### config.mk
export PLATFORM = sky130hd
export DESIGN_NAME = mem_arbiter
export DESIGN_NICKNAME = d
export VERILOG_FILES = /design/src/rtl/proc_pkg.sv /design/src/rtl/mem_arbiter.sv
export SDC_FILE = /design/constraint.sdc
export NUM_CORES = 1
export LEC_CHECK = 0
export CORE_MARGIN = 2
export CORE_UTILIZATION = 29
export DETAILED_ROUTE_END_ITERATION = 8
export GPL_TIMING_DRIVEN = 0
export MAX_ROUTING_LAYER = met4
export PLACE_DENSITY = 0.94
export SLEW_MARGIN = 20
export SYNTH_ARGS = -nofsm -noshare
export SYNTH_HDL_FRONTEND = slang
export SYNTH_SLANG_ARGS = --single-unit
### constraint.sdc
create_clock -name clock -period 5.26 [get_ports clock]
set_clock_uncertainty 0.1 [all_clocks]
set_input_delay 1.315 -clock clock [delete_from_list [all_inputs] [get_ports clock]]
set_output_delay 1.315 -clock clock [all_outputs]
set_load 0.02 [all_outputs]
### src/rtl/proc_pkg.sv
// Shared arbiter definitions: FSM state encoding and requester port indices.
package proc_pkg;

  typedef enum logic [1:0] {
    IDLE = 2'd0,
    OWN0 = 2'd1,
    OWN1 = 2'd2
  } arb_state_e;

  localparam logic PORT_CPU    = 1'b0;
  localparam logic PORT_LOADER = 1'b1;

  function automatic logic other_port(input logic p);
    return ~p;
  endfunction

endpackage

### src/rtl/mem_arbiter.sv
// Two-port arbiter for a single-ported data memory with bus locking and lock-length fairness.
// MEM_ARB_ROUND_ROBIN_EN selects round-robin tie-break; otherwise the cpu port wins ties.
module mem_arbiter
  import proc_pkg::*;
#(
  parameter int ADDR_W   = 10,
  parameter int DATA_W   = 32,
  parameter int MAX_LOCK = 16
) (
  input  logic              clock,
  input  logic              reset,
  input  logic              req_0,
  input  logic              lock_0,
  input  logic              we_0,
  input  logic [ADDR_W-1:0] addr_0,
  input  logic [DATA_W-1:0] wdata_0,
  output logic              gnt_0,
  output logic              rvalid_0,
  input  logic              req_1,
  input  logic              lock_1,
  input  logic              we_1,
  input  logic [ADDR_W-1:0] addr_1,
  input  logic [DATA_W-1:0] wdata_1,
  output logic              gnt_1,
  output logic              rvalid_1,
  output logic [DATA_W-1:0] rdata,
  output logic              mem_en,
  output logic              mem_we,
  output logic [ADDR_W-1:0] mem_addr,
  output logic [DATA_W-1:0] mem_wdata,
  input  logic [DATA_W-1:0] mem_rdata
);

  localparam int               CNT_W   = $clog2(MAX_LOCK + 1);
  localparam logic [CNT_W-1:0] CNT_MAX = CNT_W'(MAX_LOCK);
  localparam logic [CNT_W-1:0] CNT_ONE = CNT_W'(1);
  localparam logic [CNT_W-1:0] CNT_ZERO = CNT_W'(0);

  arb_state_e       state_q, state_d;
  logic [CNT_W-1:0] cnt_q, cnt_d;
  logic             fav_vld_q, fav_vld_d;
  logic             fav_port_q, fav_port_d;
  logic [1:0]       rvalid_q, rvalid_d;
`ifdef MEM_ARB_ROUND_ROBIN_EN
  logic             ptr_q, ptr_d;
`endif

  logic [1:0] req_s, lock_s, we_s, gnt_s, xfer_s;
  logic       hi_s, win_s, own_s, sel_s;

  assign req_s  = {req_1, req_0};
  assign lock_s = {lock_1, lock_0};
  assign we_s   = {we_1, we_0};

  // A pending fairness hand-over outranks the normal tie-break.
`ifdef MEM_ARB_ROUND_ROBIN_EN
  assign hi_s = fav_vld_q ? fav_port_q : ptr_q;
`else
  assign hi_s = fav_vld_q ? fav_port_q : PORT_CPU;
`endif
  assign win_s = req_s[hi_s] ? hi_s : other_port(hi_s);
  assign own_s = (state_q == OWN1) ? PORT_LOADER : PORT_CPU;

  // Next-state, lock counting and grant selection.
  always_comb begin
    state_d    = state_q;
    cnt_d      = cnt_q;
    fav_vld_d  = fav_vld_q;
    fav_port_d = fav_port_q;
`ifdef MEM_ARB_ROUND_ROBIN_EN
    ptr_d      = ptr_q;
`endif
    gnt_s      = 2'b00;
    case (state_q)
      IDLE: begin
        if (|req_s) begin
          gnt_s[win_s] = 1'b1;
          fav_vld_d    = 1'b0;
`ifdef MEM_ARB_ROUND_ROBIN_EN
          ptr_d        = other_port(win_s);
`endif
          if (lock_s[win_s]) begin
            if ((MAX_LOCK == 1) && req_s[other_port(win_s)]) begin
              fav_vld_d  = 1'b1;
              fav_port_d = other_port(win_s);
            end else begin
              state_d = (win_s == PORT_LOADER) ? OWN1 : OWN0;
              cnt_d   = CNT_ONE;
            end
          end else begin
            state_d = IDLE;
          end
        end else begin
          state_d = IDLE;
        end
      end
      OWN0, OWN1: begin
        gnt_s[own_s] = 1'b1;
        if (!req_s[own_s] || !lock_s[own_s]) begin
          state_d = IDLE;
          cnt_d   = CNT_ZERO;
        end else begin
          cnt_d = (cnt_q == CNT_MAX) ? cnt_q : cnt_q + CNT_ONE;
          // Owner has used its full lock budget while the other side waits.
          if ((cnt_d == CNT_MAX) && req_s[other_port(own_s)]) begin
            state_d    = IDLE;
            cnt_d      = CNT_ZERO;
            fav_vld_d  = 1'b1;
            fav_port_d = other_port(own_s);
          end else begin
            state_d = state_q;
          end
        end
      end
      default: begin
        state_d = IDLE;
        cnt_d   = CNT_ZERO;
      end
    endcase
  end

  assign xfer_s    = gnt_s & req_s;
  assign sel_s     = gnt_s[PORT_LOADER];
  assign rvalid_d  = xfer_s & ~we_s;
  assign gnt_0     = gnt_s[PORT_CPU];
  assign gnt_1     = gnt_s[PORT_LOADER];
  assign mem_en    = |xfer_s;
  assign mem_we    = |(xfer_s & we_s);
  assign mem_addr  = mem_en ? (sel_s ? addr_1 : addr_0) : {ADDR_W{1'b0}};
  assign mem_wdata = mem_en ? (sel_s ? wdata_1 : wdata_0) : {DATA_W{1'b0}};
  assign rdata     = mem_rdata;
  assign rvalid_0  = rvalid_q[PORT_CPU];
  assign rvalid_1  = rvalid_q[PORT_LOADER];

  // State registers; reset drops ownership and any pending read response.
  always_ff @(posedge clock or posedge reset) begin
    if (reset) begin
      state_q    <= IDLE;
      cnt_q      <= CNT_ZERO;
      fav_vld_q  <= 1'b0;
      fav_port_q <= 1'b0;
      rvalid_q   <= 2'b00;
`ifdef MEM_ARB_ROUND_ROBIN_EN
      ptr_q      <= 1'b0;
`endif
    end else begin
      state_q    <= state_d;
      cnt_q      <= cnt_d;
      fav_vld_q  <= fav_vld_d;
      fav_port_q <= fav_port_d;
      rvalid_q   <= rvalid_d;
`ifdef MEM_ARB_ROUND_ROBIN_EN
      ptr_q      <= ptr_d;
`endif
    end
  end

endmodule

# Word level (Yosys, flattened, before mapping)
# Index checks and enable logic that the tools add are counted.
totals:
  ff_bits: 11
  input_bits: 124
  out_inout_bits: 80
  elab_cells: 82
classes:
  addsub: 1
  order_cmp: 6
  eq_ne: 9
  mux: 39
  bitwise: 7
  reduce_logical: 15
ops:
  columns: ["op", "count"]
  rows:
  - ["32-bit two-way mux", 2]
  - ["5-bit two-way mux", 5]
  - ["10-bit two-way mux", 2]
  - ["1-bit two-way mux", 18]
  - ["2-bit two-way mux", 6]
  - ["5-bit == test (second input constant)", 2]
  - ["5-bit one-hot mux with 2 select lines", 1]
  - ["1-bit by 2-bit less-than comparator with 1-bit output (second input constant)", 4]
  - ["2-bit inequality test (second input constant)", 4]
  - ["2-bit one-hot mux with 2 select lines", 2]
  - ["2-bit OR reduction", 4]
  - ["2-bit bitwise AND", 3]
  - ["5-bit by 1-bit adder with 5-bit output (second input constant)", 1]
  - ["4-bit AND reduction", 1]
  - ["1-bit logical AND", 3]
  - ["3-bit inequality test (second input constant)", 1]
  - ["1-bit inverter", 3]
  - ["3-bit AND reduction", 1]
  - ["1-bit demux with 1-bit select", 2]
  - ["2-bit by 1-bit == test with 1-bit output (second input constant)", 1]
  - ["2-bit == test (second input constant)", 1]
  - ["1-bit >= comparator (second input constant)", 2]
  - ["1-bit logical NOT", 2]
  - ["2-bit logical NOT", 1]
  - ["5 further kinds", 5]

# Logic depth before layout (Yosys ltp)
logic_depth:
  depth_word: 13
  ltp_mapped: 10
  mapped_depth_nobuf: 7

# Worst setup path after synthesis
# No wires, ideal clock.
synth_timing:
  path_type: "input -> output"
  start: "input port req_0"
  end: "output port mem_wdata[24]"
  t_arrival_ns: 2.667
  required_time_ns: 3.845
  setup_slack_ns: 1.178
  cell_stages: 7
  path_buffers: 2
  cell_sequence: "a21boi_2 o31a_1 buf_2 inv_2 buf_2 nand2_1 a21oi_1"
synth_between:
  elab_chain_len: 12
  word_cells_on_any_way: 15
  cone_classes: "order compare: 2; mux: 9; bitwise: 1; reduce/logical: 3"
synth_rtl:
  columns: ["element", "line_no", "text"]
  rows:
  - ["start: declaration", "mem_arbiter.sv:12", "input logic req_0,"]
  - ["1-bit two-way mux (not written as such) (2 in a row)", "mem_arbiter.sv:61", "assign win_s = req_s[hi_s] ? hi_s : other_port(hi_s);"]
  - ["1-bit two-way mux", "mem_arbiter.sv:61", null]
  - ["1-bit by 2-bit less-than comparator with 1-bit output (not written as such) / 1-bit >= comparator (equally long branches)", "mem_arbiter.sv:77", "gnt_s[win_s] = 1'b1;"]
  - ["1-bit logical AND (not written as such)", "mem_arbiter.sv:77", null]
  - ["1-bit two-way mux (not written as such)", "mem_arbiter.sv:77", null]
  - ["1-bit demux with 1-bit select", "mem_arbiter.sv:77", null]
  - ["2-bit two-way mux *", "mem_arbiter.sv:76", "if (|req_s) begin"]
  - ["2-bit one-hot mux with 2 select lines *", "mem_arbiter.sv:74", "case (state_q)"]
  - ["named net gnt_1", "mem_arbiter.sv:24", "output logic gnt_1,"]
  - ["2-bit bitwise AND", "mem_arbiter.sv:122", "assign xfer_s = gnt_s & req_s;"]
  - ["2-bit OR reduction", "mem_arbiter.sv:127", "assign mem_en = |xfer_s;"]
  - ["32-bit two-way mux *", "mem_arbiter.sv:130", "assign mem_wdata = mem_en ? (sel_s ? wdata_1 : wdata_0) : {DATA_W{1'b0}};"]
  - ["end: declaration", "mem_arbiter.sv:30", "output logic [DATA_W-1:0] mem_wdata,"]
# The timed path passes the listed nets; every way through them passes the cells marked *. The select of a mux whose other input is x is not followed.

# Final worst setup path
layout_timing:
  start: "input port req_1"
  end: "output port mem_wdata[1]"
layout_between:
  elab_chain_len: 12
  word_cells_on_any_way: 15
  cone_classes: "order compare: 2; mux: 9; bitwise: 1; reduce/logical: 3"
layout_rtl:
  columns: ["element", "line_no", "text"]
  rows:
  - ["start: declaration", "mem_arbiter.sv:19", "input logic req_1,"]
  - ["1-bit two-way mux (not written as such) (2 in a row)", "mem_arbiter.sv:61", null]
  - ["1-bit two-way mux", "mem_arbiter.sv:61", null]
  - ["1-bit by 2-bit less-than comparator with 1-bit output (not written as such) / 1-bit >= comparator (equally long branches)", "mem_arbiter.sv:77", null]
  - ["1-bit logical AND (not written as such)", "mem_arbiter.sv:77", null]
  - ["1-bit two-way mux (not written as such)", "mem_arbiter.sv:77", null]
  - ["1-bit demux with 1-bit select", "mem_arbiter.sv:77", null]
  - ["2-bit two-way mux", "mem_arbiter.sv:76", null]
  - ["2-bit one-hot mux with 2 select lines", "mem_arbiter.sv:74", null]
  - ["2-bit bitwise AND", "mem_arbiter.sv:122", null]
  - ["2-bit OR reduction", "mem_arbiter.sv:127", null]
  - ["32-bit two-way mux *", "mem_arbiter.sv:130", null]
# Every way passes the cells marked *; elsewhere a longest branch is shown, timed or not. The select of a mux whose other input is x is not followed.

==> impl_metrics.env <==
export IMPL_crit_fanout=10
export IMPL_cts_tree="done"
export IMPL_cts_sinks=11
export IMPL_yosys_warnings=0
export IMPL_grt_ovfl_total=0
export IMPL_startpoint_type="input pin"
export IMPL_fin_crit_ps=5210
export IMPL_p_int_uw=365
export IMPL_final_core_util_pct=65.3
export IMPL_cts_htree_levels=1
export IMPL_ant_nets=0
export IMPL_syn2layout_area_growth_pct=114
export IMPL_period_share_pct=99.0
export IMPL_start_util_pct=30.5
export IMPL_place_area_um2=3500
export IMPL_synthSimpleGateAreaFrac_pct=32.0
export IMPL_clkLatencyLatePin_ps=240
export IMPL_worstPathCellList="clkdlybuf4s50_1, buf_4, nand2_1, o31a_1, buf_2, inv_2, buf_2, nand2_1, a21oi_1, clkdlybuf4s50_1"
export IMPL_seq_power_share_pct=15.1
export IMPL_p_total_uw=627
export IMPL_synth_compound_area_share_pct=24.2
export IMPL_synth_xor_xnor_area_share_pct=0.514
export IMPL_syn_inst=279
export IMPL_ir_worst_vdd_mv=0.114
export IMPL_hold_buffers=0
export IMPL_antenna_found_initial=0
export IMPL_fp_row_count=27
export IMPL_pre_cts_ws_ps=30.4
export IMPL_root_buffer="clkbuf_8"
export IMPL_maxSlewViolCount=0
export IMPL_p_sw_share_pct=41.8
export IMPL_fin_nets=584
export IMPL_drc=0
export IMPL_cts_buffer_depth=2
export IMPL_die_h_um=80.6
export IMPL_cts_buffers=3
export IMPL_drive_gt1_share_pct=12.1
export IMPL_worstMarginPinSlew_ps=425
export IMPL_layout_setup_ws_ps=52.0
export IMPL_yosysSeqAreaShare_pct=16.2
export IMPL_dr_pass1_iters=4
export IMPL_drt_initial_drc_count=192
export IMPL_top_usage_layer="met2"
export IMPL_stdcell_area_um2=3640
export IMPL_crit_slowest_cell="clkdlybuf4s50_1"
export IMPL_hold_viol_final=0
export IMPL_grt_max_degree=12
export IMPL_via_count=2568
export IMPL_avgViaCountPerCell=4.88
export IMPL_core_area_um2=5570
export IMPL_gr_usage_met1_pct=24.8
export IMPL_whs_ps=459
export IMPL_post_cts_resized=0
export IMPL_fin_setup_tns_ps=0
export IMPL_yosys_register_bits=11
export IMPL_synth_top_family_by_area="simple AND/OR/NAND/NOR gates"
export IMPL_slew_headroom_pct=71.6
export IMPL_cap_viol_max_count=0
export IMPL_ff2ff_setup_slack_ps=3020
export IMPL_die_x_um=80.6
export IMPL_synthTopCellsByArea="nand2_1, dfrtp_1, buf_4"
export IMPL_yosysTopAreaCell="nand2_1"
export IMPL_final_cells=526
export IMPL_synth_avg_cell_area_um2=6.10
export IMPL_synth_cell_types=40
export IMPL_status="completed"
export IMPL_gr_usage_all_layers_pct=24.1
export IMPL_crit_family="buffers and inverters"
export IMPL_required_ps=3850
export IMPL_p_sw_uw=262
export IMPL_fmax_mhz=192
export IMPL_clk_pin_slew_ps=50
export IMPL_gp_congestion=0.891
export IMPL_wl_per_cell_um=15.5
export IMPL_grt_pass1_wl_um=11900
export IMPL_synth_most_common_cell="nand2_1"
export IMPL_place_inst=522
export IMPL_io_buffers=171
export IMPL_async_reset_ff_share_pct=100
export IMPL_p_leak_nw=2.02
export IMPL_wl_um=8150
export IMPL_synth_fa_ha_area_share_pct=3.67
export IMPL_critPathBufInv=6
export IMPL_synth_nets=408
export IMPL_synth_edf_count=0
export IMPL_setup_viol=0
export IMPL_grtUsageMet3_pct=2.25
export IMPL_slowest_delay_ps=660
export IMPL_cp_arrival_ps=3790
export IMPL_syn_area_um2=1700
export IMPL_diodes=0
export IMPL_hold_class="flop to flop"
export IMPL_ys_flop_type="dfrtp_1"
export IMPL_grt_pass1_vias=2559
export IMPL_combPwrFrac_pct=71.3
export IMPL_synthMuxAreaShare_pct=2.35
export IMPL_dieArea_um2=6500
export IMPL_met2_usage_pct=48.8
export IMPL_postCtsSetupRepairBufs=0
export IMPL_critPathKind="input pin to primary output"
export IMPL_end_kind="primary output"
export IMPL_powerDensity_nw_per_um2=172
export IMPL_p_clk_share_pct=13.6
export IMPL_synth_common_cells="nand2_1, a21oi_1, buf_4"
export IMPL_synth_top_area_share_pct=21.8
export IMPL_dp_hpwl_um=6720
export IMPL_io_pins=204
path summary, 6_finish.rpt:
check                           start            to  cells past startpoint
max in group asynchronous       reset    state_q[0]                      2
min                          cnt_q[1]      cnt_q[1]                      2
min reg2reg                  cnt_q[1]      cnt_q[1]                      2
max                             req_1  mem_wdata[1]                     10
max reg2reg                state_q[0]      cnt_q[4]                      7
min in group asynchronous       reset      cnt_q[4]                      2
flip-flops by register name, summed over array words and instances (netlist names):
| signal | cells |
|---|---|
| cnt_q | 5 |
| fav_port_q | 1 |
| fav_vld_q | 1 |
| rvalid_q | 2 |
| state_q | 2 |
tightest hold or removal path, stage by stage (launching register included):
cell and delay [ps]:
dfrtp_1 390, nand2_1 60, o21ai_1 70
cells by family (layout without fill, tap and decap cells):
group | count (synthesis) | count (layout)
compound gates | 69 | 69
xor+xnor | 1 | 1
fa+ha+maj | 5 | 5
buf+inv | 59 | 234
flops | 11 | 11
mux | 4 | 4
simple gates | 130 | 130
routing by layer:
| layer | part of all wire [%] | up-vias | routed length, um |
|---|---|---|---|
| met5 | 0 | - | 0 |
| met2 | 57 | 125 | 4670 |
| met1 | 35 | 1180 | 2830 |
| met3 | 7.0 | 12 | 571 |
| li1 | - | 1251 | - |
| met4 | 1.1 | 0 | 90 |
power groups by stage:
| stage | Sequential, mW | Combinational (mW) | Clock (mW) |
|---|---|---|---|
| floorplan | 0.0955 | 0.221 | 0 |
| global placement | 0.0953 | 0.445 | 0 |
| detailed placement | 0.0959 | 0.452 | 0 |
| CTS | 0.0946 | 0.455 | 0.0865 |
| global route | 0.0953 | 0.479 | 0.0910 |
| finish | 0.0946 | 0.447 | 0.0855 |
layout make-up:
| cell class | count | area [um2] |
|---|---|---|
| fill | 461 | 1930 |
| timing repair buffer | 171 | 1800 |
| multi-input combinational | 209 | 1070 |
| buffer | 50 | 333 |
| sequential | 11 | 275 |
| tap | 72 | 90.1 |
| clock buffer | 4 | 45.0 |
| inverter | 9 | 33.8 |
cell usage in the layout (no fill, tap or decap), drive strengths merged, types with 3 or more instances in the layout:
cell type and n:
dlymetal6s2s 34, mux2i 4, ha 5, clkbuf 13
o21ai 8, nand2 99, clkdlybuf4s50 137, dfrtp 11
inv 9, a21oi 44, buf 41, a21o 3
nand3 11, nor2 8
(Power assumes the default switching activity.)
